## src/rtl/uart_imem_loader_pkg.sv

```systemverilog
`default_nettype none
// ============================================================================
// Package : uart_imem_loader_pkg
// Desc    : Shared constants for the UART instruction-memory loader.
// Rev     : 1.0
// ============================================================================
package uart_imem_loader_pkg;

   localparam logic [1:0] UART_IDLE  = 2'd0;
   localparam logic [1:0] UART_START = 2'd1;
   localparam logic [1:0] UART_DATA  = 2'd2;
   localparam logic [1:0] UART_STOP  = 2'd3;

   localparam int DEFAULT_CLKS_PER_BIT = 868;
   localparam int BYTES_PER_WORD       = 4;
   localparam int LANE_W               = $clog2(BYTES_PER_WORD);

endpackage
`default_nettype wire

```

## src/rtl/uart_imem_loader_rx_byte.sv

```systemverilog
`default_nettype none
// ============================================================================
// Module : uart_rx_byte
// Desc   : 8N1 UART byte receiver with 2-FF input synchronizer.
// Rev    : 1.0
// ============================================================================
module uart_rx_byte
   import uart_imem_loader_pkg::*;
#(
   parameter int CLKS_PER_BIT = DEFAULT_CLKS_PER_BIT
) (
   input  logic       clk,
   input  logic       rst,
   input  logic       rx,
   input  logic       enable,
   input  logic       abort,
   output logic [7:0] rx_byte,
   output logic       rx_valid,
   output logic       rx_ferr
);

   localparam int            CW         = (CLKS_PER_BIT > 1) ? $clog2(CLKS_PER_BIT) : 1;
   localparam logic [CW-1:0] c_HALF_CNT = CW'(CLKS_PER_BIT / 2 - 1);
   localparam logic [CW-1:0] c_FULL_CNT = CW'(CLKS_PER_BIT - 1);
   localparam logic [CW-1:0] c_CNT_ONE  = CW'(1);

   logic          r_meta, r_sync, r_prev;
   logic [1:0]    r_state, w_next;
   logic [CW-1:0] r_cnt;
   logic [2:0]    r_bit;
   logic [7:0]    r_shift;
   logic          w_start_edge, w_half, w_full;

   assign w_start_edge = r_prev & ~r_sync;
   assign w_half       = (r_cnt == c_HALF_CNT);
   assign w_full       = (r_cnt == c_FULL_CNT);
   assign rx_byte      = r_shift;

   // Line idles high, so the synchronizer resets to 1 to avoid a false start.
   always_ff @(posedge clk or posedge rst) begin
      if (rst) begin
         r_meta <= 1'b1;
         r_sync <= 1'b1;
         r_prev <= 1'b1;
      end else begin
         r_meta <= rx;
         r_sync <= r_meta;
         r_prev <= r_sync;
      end
   end

   always_ff @(posedge clk or posedge rst) begin
      if (rst) begin
         r_state <= UART_IDLE;
         r_cnt   <= '0;
         r_bit   <= '0;
         r_shift <= '0;
      end else begin
         r_state <= w_next;
         if (w_next != r_state || (r_state == UART_DATA && w_full))
            r_cnt <= '0;
         else if (r_state != UART_IDLE)
            r_cnt <= r_cnt + c_CNT_ONE;
         if (r_state == UART_START) begin
            r_bit <= '0;
         end else if (r_state == UART_DATA && w_full) begin
            r_bit   <= r_bit + 3'd1;
            r_shift <= {r_sync, r_shift[7:1]};
         end
      end
   end

   always_comb begin
      w_next = r_state;
      case (r_state)
         UART_IDLE:  if (enable && w_start_edge) w_next = UART_START;
         UART_START: if (w_half) w_next = r_sync ? UART_IDLE : UART_DATA;
         UART_DATA:  if (w_full && r_bit == 3'd7) w_next = UART_STOP;
         UART_STOP:  if (w_full) w_next = UART_IDLE;
         default:    w_next = UART_IDLE;
      endcase
      if (abort) w_next = UART_IDLE;
   end

   always_comb begin
      rx_valid = 1'b0;
      rx_ferr  = 1'b0;
      if (r_state == UART_STOP && w_full && !abort) begin
         rx_valid = r_sync;
         rx_ferr  = ~r_sync;
      end
   end

endmodule
`default_nettype wire

```

## src/rtl/uart_imem_loader.sv

```systemverilog
`default_nettype none
// ============================================================================
// Module : uart_imem_loader
// Desc   : Loads a little-endian program image from UART into instruction memory.
// Rev    : 1.0
// ============================================================================
module uart_imem_loader
   import uart_imem_loader_pkg::*;
#(
   parameter int CLKS_PER_BIT = DEFAULT_CLKS_PER_BIT,
   parameter int ADDR_WIDTH   = 6,
   parameter int DEPTH        = 64,
   parameter int XLEN         = 32
) (
   input  logic                  clk,
   input  logic                  rst,
   input  logic                  rx,
   input  logic                  load_en,
   output logic                  we,
   output logic [ADDR_WIDTH-1:0] waddr,
   output logic [XLEN-1:0]       wdata,
   output logic                  busy,
   output logic                  done,
   output logic                  frame_err,
   output logic [ADDR_WIDTH:0]   word_cnt
);

   localparam logic [ADDR_WIDTH:0]   c_DEPTH     = (ADDR_WIDTH + 1)'(DEPTH);
   localparam logic [ADDR_WIDTH:0]   c_CNT_ONE   = (ADDR_WIDTH + 1)'(1);
   localparam logic [ADDR_WIDTH-1:0] c_ADDR_ONE  = ADDR_WIDTH'(1);
   localparam logic [LANE_W-1:0]     c_LAST_LANE = LANE_W'(BYTES_PER_WORD - 1);
   localparam logic [LANE_W-1:0]     c_LANE_ONE  = LANE_W'(1);

   logic [7:0]            w_rx_byte;
   logic                  w_rx_valid, w_rx_ferr;
   logic                  w_load_rise, w_load_fall;
   logic                  r_load_d, r_we, r_done, r_ferr;
   logic [ADDR_WIDTH-1:0] r_addr;
   logic [ADDR_WIDTH:0]   r_word_cnt;
   logic [LANE_W-1:0]     r_lane;
   logic [XLEN-1:0]       r_wdata;

   uart_rx_byte #(
      .CLKS_PER_BIT (CLKS_PER_BIT)
   ) u_rx (
      .clk      (clk),
      .rst      (rst),
      .rx       (rx),
      .enable   (load_en & ~r_done),
      .abort    (~load_en | r_done),
      .rx_byte  (w_rx_byte),
      .rx_valid (w_rx_valid),
      .rx_ferr  (w_rx_ferr)
   );

   assign w_load_rise = load_en & ~r_load_d;
   assign w_load_fall = ~load_en & r_load_d;

   // Session control has priority over byte intake; a closing session drops any partial word.
   always_ff @(posedge clk or posedge rst) begin
      if (rst) begin
         r_load_d   <= 1'b0;
         r_we       <= 1'b0;
         r_done     <= 1'b0;
         r_ferr     <= 1'b0;
         r_addr     <= '0;
         r_word_cnt <= '0;
         r_lane     <= '0;
         r_wdata    <= '0;
      end else begin
         r_load_d <= load_en;
         r_we     <= 1'b0;
         if (w_load_rise) begin
            r_done     <= 1'b0;
            r_ferr     <= 1'b0;
            r_addr     <= '0;
            r_word_cnt <= '0;
            r_lane     <= '0;
         end else if (w_load_fall) begin
            r_done <= 1'b1;
            r_lane <= '0;
         end else if (r_we) begin
            r_addr     <= r_addr + c_ADDR_ONE;
            r_word_cnt <= r_word_cnt + c_CNT_ONE;
            r_lane     <= '0;
            if (r_word_cnt + c_CNT_ONE == c_DEPTH) r_done <= 1'b1;
         end else if (load_en && !r_done) begin
            if (w_rx_ferr) begin
               r_ferr <= 1'b1;
               r_lane <= '0;
            end else if (w_rx_valid) begin
               r_wdata[{r_lane, 3'b000} +: 8] <= w_rx_byte;
               if (r_lane == c_LAST_LANE) r_we   <= 1'b1;
               else                       r_lane <= r_lane + c_LANE_ONE;
            end
         end
      end
   end

   assign we        = r_we;
   assign waddr     = r_addr;
   assign wdata     = r_wdata;
   assign done      = r_done;
   assign frame_err = r_ferr;
   assign word_cnt  = r_word_cnt;
   assign busy      = r_load_d & load_en & ~r_done;

endmodule
`default_nettype wire
```

## config.mk

```make
export PLATFORM = sky130hd
export DESIGN_NAME = uart_imem_loader
export DESIGN_NICKNAME = d
export VERILOG_FILES = /design/src/rtl/uart_imem_loader_pkg.sv /design/src/rtl/uart_imem_loader_rx_byte.sv /design/src/rtl/uart_imem_loader.sv
export SDC_FILE = /design/constraint.sdc
export NUM_CORES = 1
export LEC_CHECK = 0
export CORE_MARGIN = 2
export CORE_UTILIZATION = 30
export CTS_BUF_LIST = sky130_fd_sc_hd__clkbuf_4 sky130_fd_sc_hd__clkbuf_8
export CTS_CLUSTER_DIAMETER = 150
export DETAILED_ROUTE_END_ITERATION = 8
export SKIP_LAST_GASP = 1
export SLEW_MARGIN = 10
export SYNTH_ARGS = -nofsm -noshare
export SYNTH_HDL_FRONTEND = slang
export SYNTH_SLANG_ARGS = --single-unit
```

## constraint.sdc

```tcl
create_clock -name clk -period 3.8 [get_ports clk]
set_input_delay 0.76 -clock clk [delete_from_list [all_inputs] [get_ports clk]]
set_output_delay 0.76 -clock clk [all_outputs]
set_load 0.01 [all_outputs]
```

Word-level counts from Yosys, hierarchy flattened:

Index checks and enable logic that the tools add are counted.

* add/subtract/negate cells: 6
* eq/ne operators: 12
* shift-type cells: 2
* muxes and demuxes: 43
* bitwise gates (word level): 16
* reduce and logical (&&, ||, !) cells: 26

Operator list (count)
* $bwmux 32: 1
* $shift 8x7->32 const A: 1
* $shiftx 8x7->32: 1
* $mux 2: 13
* $mux 7: 3
* $mux 10: 2
* $mux 1: 18
* $mux 6: 3
* $reduce_bool 2->1: 6
* $add 10x1->10 const B: 1
* $eq 10x10->1 const B: 1
* $eq 10x9->1 const B: 1
* $not 1->1: 9
* $pmux 2 s4: 1
* $add 7x1->7 const B: 1
* $eq 7x7->1 const B: 1
* $neg 5->7: 1
* $add 6x1->6 const B: 1
* $and 1x1->1: 6
* $eq 2x2->1 const B: 3
* $logic_and 1x1->1: 6
* $mux 3: 2
* $reduce_and 2->1: 3
* $reduce_and 6->1: 1
* other kinds (16): 19

* bits in registers: 77
* input port bits: 4
* output and inout port bits: 49

Longest topological paths before layout:

* depth after elaboration: 11
* gate-level depth with buffers: 8

Hierarchy:

A second synthesis with hierarchy kept.

* cells, all modules: 388
* area, all modules: 3774.9 sq um

By module, submodules not included
* uart_imem_loader: times used 1, cells each 261, area each 2438.6 sq um, seq. area each 1276.2 sq um
* uart_rx_byte: times used 1, cells each 127, area each 1336.3 sq um, seq. area each 654.4 sq um

Least setup slack after synthesis:

OpenSTA, ideal clock, no wires.

* path type: input to register
* start point: input port load_en
* end point: register r_wdata[0], in the netlist wdata[0]
* library setup time: 79 ps
* data arrival time: 2106 ps
* required time: 3721 ps
* path slack: 1614 ps
* stages: 7
* cell sequence: inv_1 > ha_1 > or3_4 > nor3_2 > and4_1 > buf_4 > mux2i_1

* word-level cells in the longest chain between the ends: 7

RTL lines
* start: declaration: RTL line uart_imem_loader.sv:18 `input logic load_en,`
* $not 1->1: RTL line uart_imem_loader.sv:50, uart_imem_loader.sv:57
* $or 1x1->1: RTL line uart_imem_loader.sv:50 `.abort (~load_en | r_done),`
* $logic_not 1->1: RTL line uart_imem_loader_rx_byte.sv:88 `if (r_state == UART_STOP && w_full && !abort) begin`
* $logic_and 1x1->1: RTL line uart_imem_loader_rx_byte.sv:88
* $mux 1: RTL line uart_imem_loader_rx_byte.sv:88
* $not 1->1 (no source line)
* $reduce_and 6->1 (no source line) (*)
* end signal: indexed assignment: RTL line uart_imem_loader.sv:92 `r_wdata[{r_lane, 3'b000} +: 8] <= w_rx_byte;`
* end: declaration: RTL line uart_imem_loader.sv:41 `logic [XLEN-1:0] r_wdata;`

Mark *: on every way between the ends. The rest lies on a longest branch, timed or not.
A chain may end at the register's enable or synchronous reset.

Final worst setup path:

* start point: input port load_en
* end point: output port busy

* word-level cells in the longest chain between the ends: 2

RTL lines
* $and 1x1->1 (2 in series): RTL line uart_imem_loader.sv:106 `assign busy = r_load_d & load_en & ~r_done;`
* end: declaration: RTL line uart_imem_loader.sv:22 `output logic busy,`

Every way passes these cells.

==> summary.txt <==
Run status
  – Status: complete, no violations

Power
  – Net Sw Frac: 0.250
  – Internal cell power: 0.00114 W
  – Seq pwr share: 0.573
  – Static leakage: 2.16 nW
  – Pwr Density: 316 nW/µm²
  – Logic pwr share: 0.064
  – Net Switching: 0.000378 W
  – Peak supply drop: 0.115 mV
  – Clk pwr share: 0.363

Logic synthesis
  – Top-count cell post-synth: dfrtp_1
  – Mapped Cells: 381
  – Synth Register Bits: 77
  – Share of the synthesized area in the top cell type: 0.471
  – Mean Syn Cell Area: 10.3 µm²
  – Cell Area, Synth: 3930 µm²
  – Synthesis Warnings: 0
  – Top post-synthesis cells by count: 74 x dfrtp_1, 55 x nand2_1, 46 x inv_1
  – Area leader, netlist: dfrtp_1
  – Top post-synthesis cells by area: dfrtp_1 47%, mux2i_1 8.1%, nand2_1 5.2%
  – Ys async rst share: 1.00
  – Synth Flop Type: dfrtp_1
  – Library cells used by synthesis: 59
  – Syn Nets: 399
  – EDFF count, synth: 0
  – Post-synthesis sequential area ratio: 0.491

Clocking
  – Root Buffer: clkbuf_8
  – CTS sink cnt: 77
  – H-tree Lvls: 3
  – Setup Fix Bufs, Post-CTS: 0
  – CTS tree: yes
  – Hold_buf cts: 0
  – Worst-Skew Late Latency: 0.35 ns
  – Post-CTS sizing: 0
  – Clock transition at the registers of the reported paths: 0.08 ns
  – CTS buffer count: 9
  – Clk buf depth: 2

STA
  – RSZ-0062 raised after global routing: no
  – Final setup vio count: 0
  – Fin. Hold Viols: 0
  – Clock Skews: 0.00507 ns
  – Hold slack: 0.358 ns
  – Slew @ Worst Pin: 0.969 ns
  – Tcrit/Tclk final: 0.776
  – Slew Viols, Final: 0
  – Final worst path period need: 2.95 ns
  – Setup TNS: 0 ns
  – F_max: 339 MHz
  – Rel. slew slack: 0.353

Route
  – Drt first pass iters: 4
  – Total Wirelength: 8040 µm
  – DR vias: 2,848
  – Via-to-Cell Ratio: 4.67
  – DRC viols: 0
  – WL per Instance: 13.2 µm
  – Final ANT Viol Nets: 0
  – DR iter-0 viols: 125

Critical path
  – Crit Path Class: in2out
  – Worst setup SP type: input port
  – Setup crit start: load_en
  – Arr. time, crit path: 2.19 ns
  – R2R Path Start: r_load_d$_DFF_PP0_
  – CP Data Required Time: 3.04 ns
  – CP max FO: 6
  – CP endpoint kind: output pin
  – R2R depth: 5

Place
  – Gpl congestion: 0.814
  – Post-detail-place hpwl: 5560 µm
  – Port Buffer Count: 52

GRT
  – GRT Util Overall: 0.125
  – Antenna violations before repair: 0
  – Largest net degree at the start of global routing: 78
  – First-pass GRT wire length: 14,300 µm
  – Vias in the first global route: 2,918
  – Total grt overflow: 0

Cells and area
  – Layout Nets: 452
  – Sequential Area: 1930 µm²
  – Layout area overhead: 21.9%
  – Ratio of cells with drive above 1 in the final layout: 0.107
  – Antenna Cells: 0
  – # fillers: 1,315
  – Multi-input logic area: 1760 µm²

Die
  – Core ar.: 12,700 µm²
  – Starting Density: 0.309
  – Total die area: 14,000 µm²
  – Die W: 119 µm
  – Ports: 53
  – Die H: 119 µm
  – Placement Rows: 41

Hold path
  – Hold_sp: u_rx.r_meta$_DFF_PP1_
  – Hold depth: 0
  – Hold Crit Class: reg2reg

Job
  – Max cap viols: 0
-- layout make-up --
type / count / area share
multi-input combinational: 246 / 0.367
clock buffer: 11 / 0.0303
tap: 172 / 0.0449
inverter: 46 / 0.0360
sequential: 77 / 0.402
timing repair buffer: 54 / 0.114
clock inverter: 4 / 0.00522
-- layout by cell type (no fill, tap or decap), drive strengths merged, types with 5 or more instances in the layout --
cell type,count
nand3,8
inv,46
mux2i,32
nor2,8
dfrtp,74
nand4,7
clkdlybuf4s50,52
xnor2,7
xor2,7
mux2,9
nor3b,6
nor3,18
a21oi,8
or3,5
nand2,55
clkbuf,11
ha,14
o21ai,11
-- power by group through the flow --
stage / Combinational, W / Clock (W) / Sequential [W]
finish: 0.0000973 / 0.000550 / 0.000868
global route: 0.000113 / 0.000603 / 0.000873
CTS: 0.000100 / 0.000571 / 0.000868
detailed placement: 0.0000991 / 0 / 0.000885
global placement: 0.0000985 / 0 / 0.000884
floorplan: 0.0000773 / 0 / 0.000876
-- flip-flops by register name, summed over array words and instances, names as in the netlist --
register / count
wdata: 32
u_rx.r_cnt: 10
u_rx.r_prev: 1
done: 1
word_cnt: 7
u_rx.r_sync: 1
u_rx.r_state: 2
u_rx.rx_byte: 8
r_lane: 2
waddr: 6
u_rx.r_bit: 3
r_load_d: 1
frame_err: 1
we: 1
u_rx.r_meta: 1
-- worst paths after layout --
kind	slack (ns)	to
worst max-delay path	0.85	busy
worst min-delay path	0.36	u_rx.r_sync$_DFF_PP1_
worst max register to register	1.52	wdata[23]$_DFFE_PP0P_
worst min register to register	0.36	u_rx.r_sync$_DFF_PP1_
max in group asynchronous	2.63	u_rx.r_prev$_DFF_PP1_
min in group asynchronous	0.83	wdata[28]$_DFFE_PP0P_
-- logic make-up (layout without fill, tap and decap cells) --
family | after synthesis | in the layout | share of synthesized area
adder cells (fa/ha/maj) | 14 | 14 | 0.0445
multiplexers | 41 | 41 | 0.107
buffers and inverters | 58 | 115 | 0.0617
AND/OR/NAND/NOR | 132 | 132 | 0.185
AO/OA/AOI/OAI | 45 | 45 | 0.0792
flip-flops | 77 | 77 | 0.491
XOR/XNOR | 14 | 14 | 0.0312
-- per-stage QoR --
step	util	instance area [µm²]	setup slack, ns	total power, W	instances
5_1_grt	0.377	4800	0.673	0.00159	610
3_3_place_gp	0.364	4630	0.558	0.000983	595
4_1_cts	0.377	4800	0.832	0.00154	610
3_5_place_dp	0.364	4630	0.490	0.000984	595
6_report	0.377	4800	0.850	0.00151	610
2_1_floorplan	-	3930	1.08	0.000953	381
-- worst max-delay path, stage by stage --
cell and delay, ns:
clkdlybuf4s50_1 0.58, ha_1 0.18, nor2b_1 0.12, clkdlybuf4s50_1 0.55
-- routing by layer --
layer / track usage / vias to the layer above / part of all wire
met4: 0.0551 / 0 / 0.024
li1: - / 1407 / -
met2: 0.197 / 69 / 0.45
met1: 0.164 / 1353 / 0.48
met3: 0.0270 / 19 / 0.047
met5: 0 / - / 0
No activity file was read; power rests on OpenSTA's default activity.
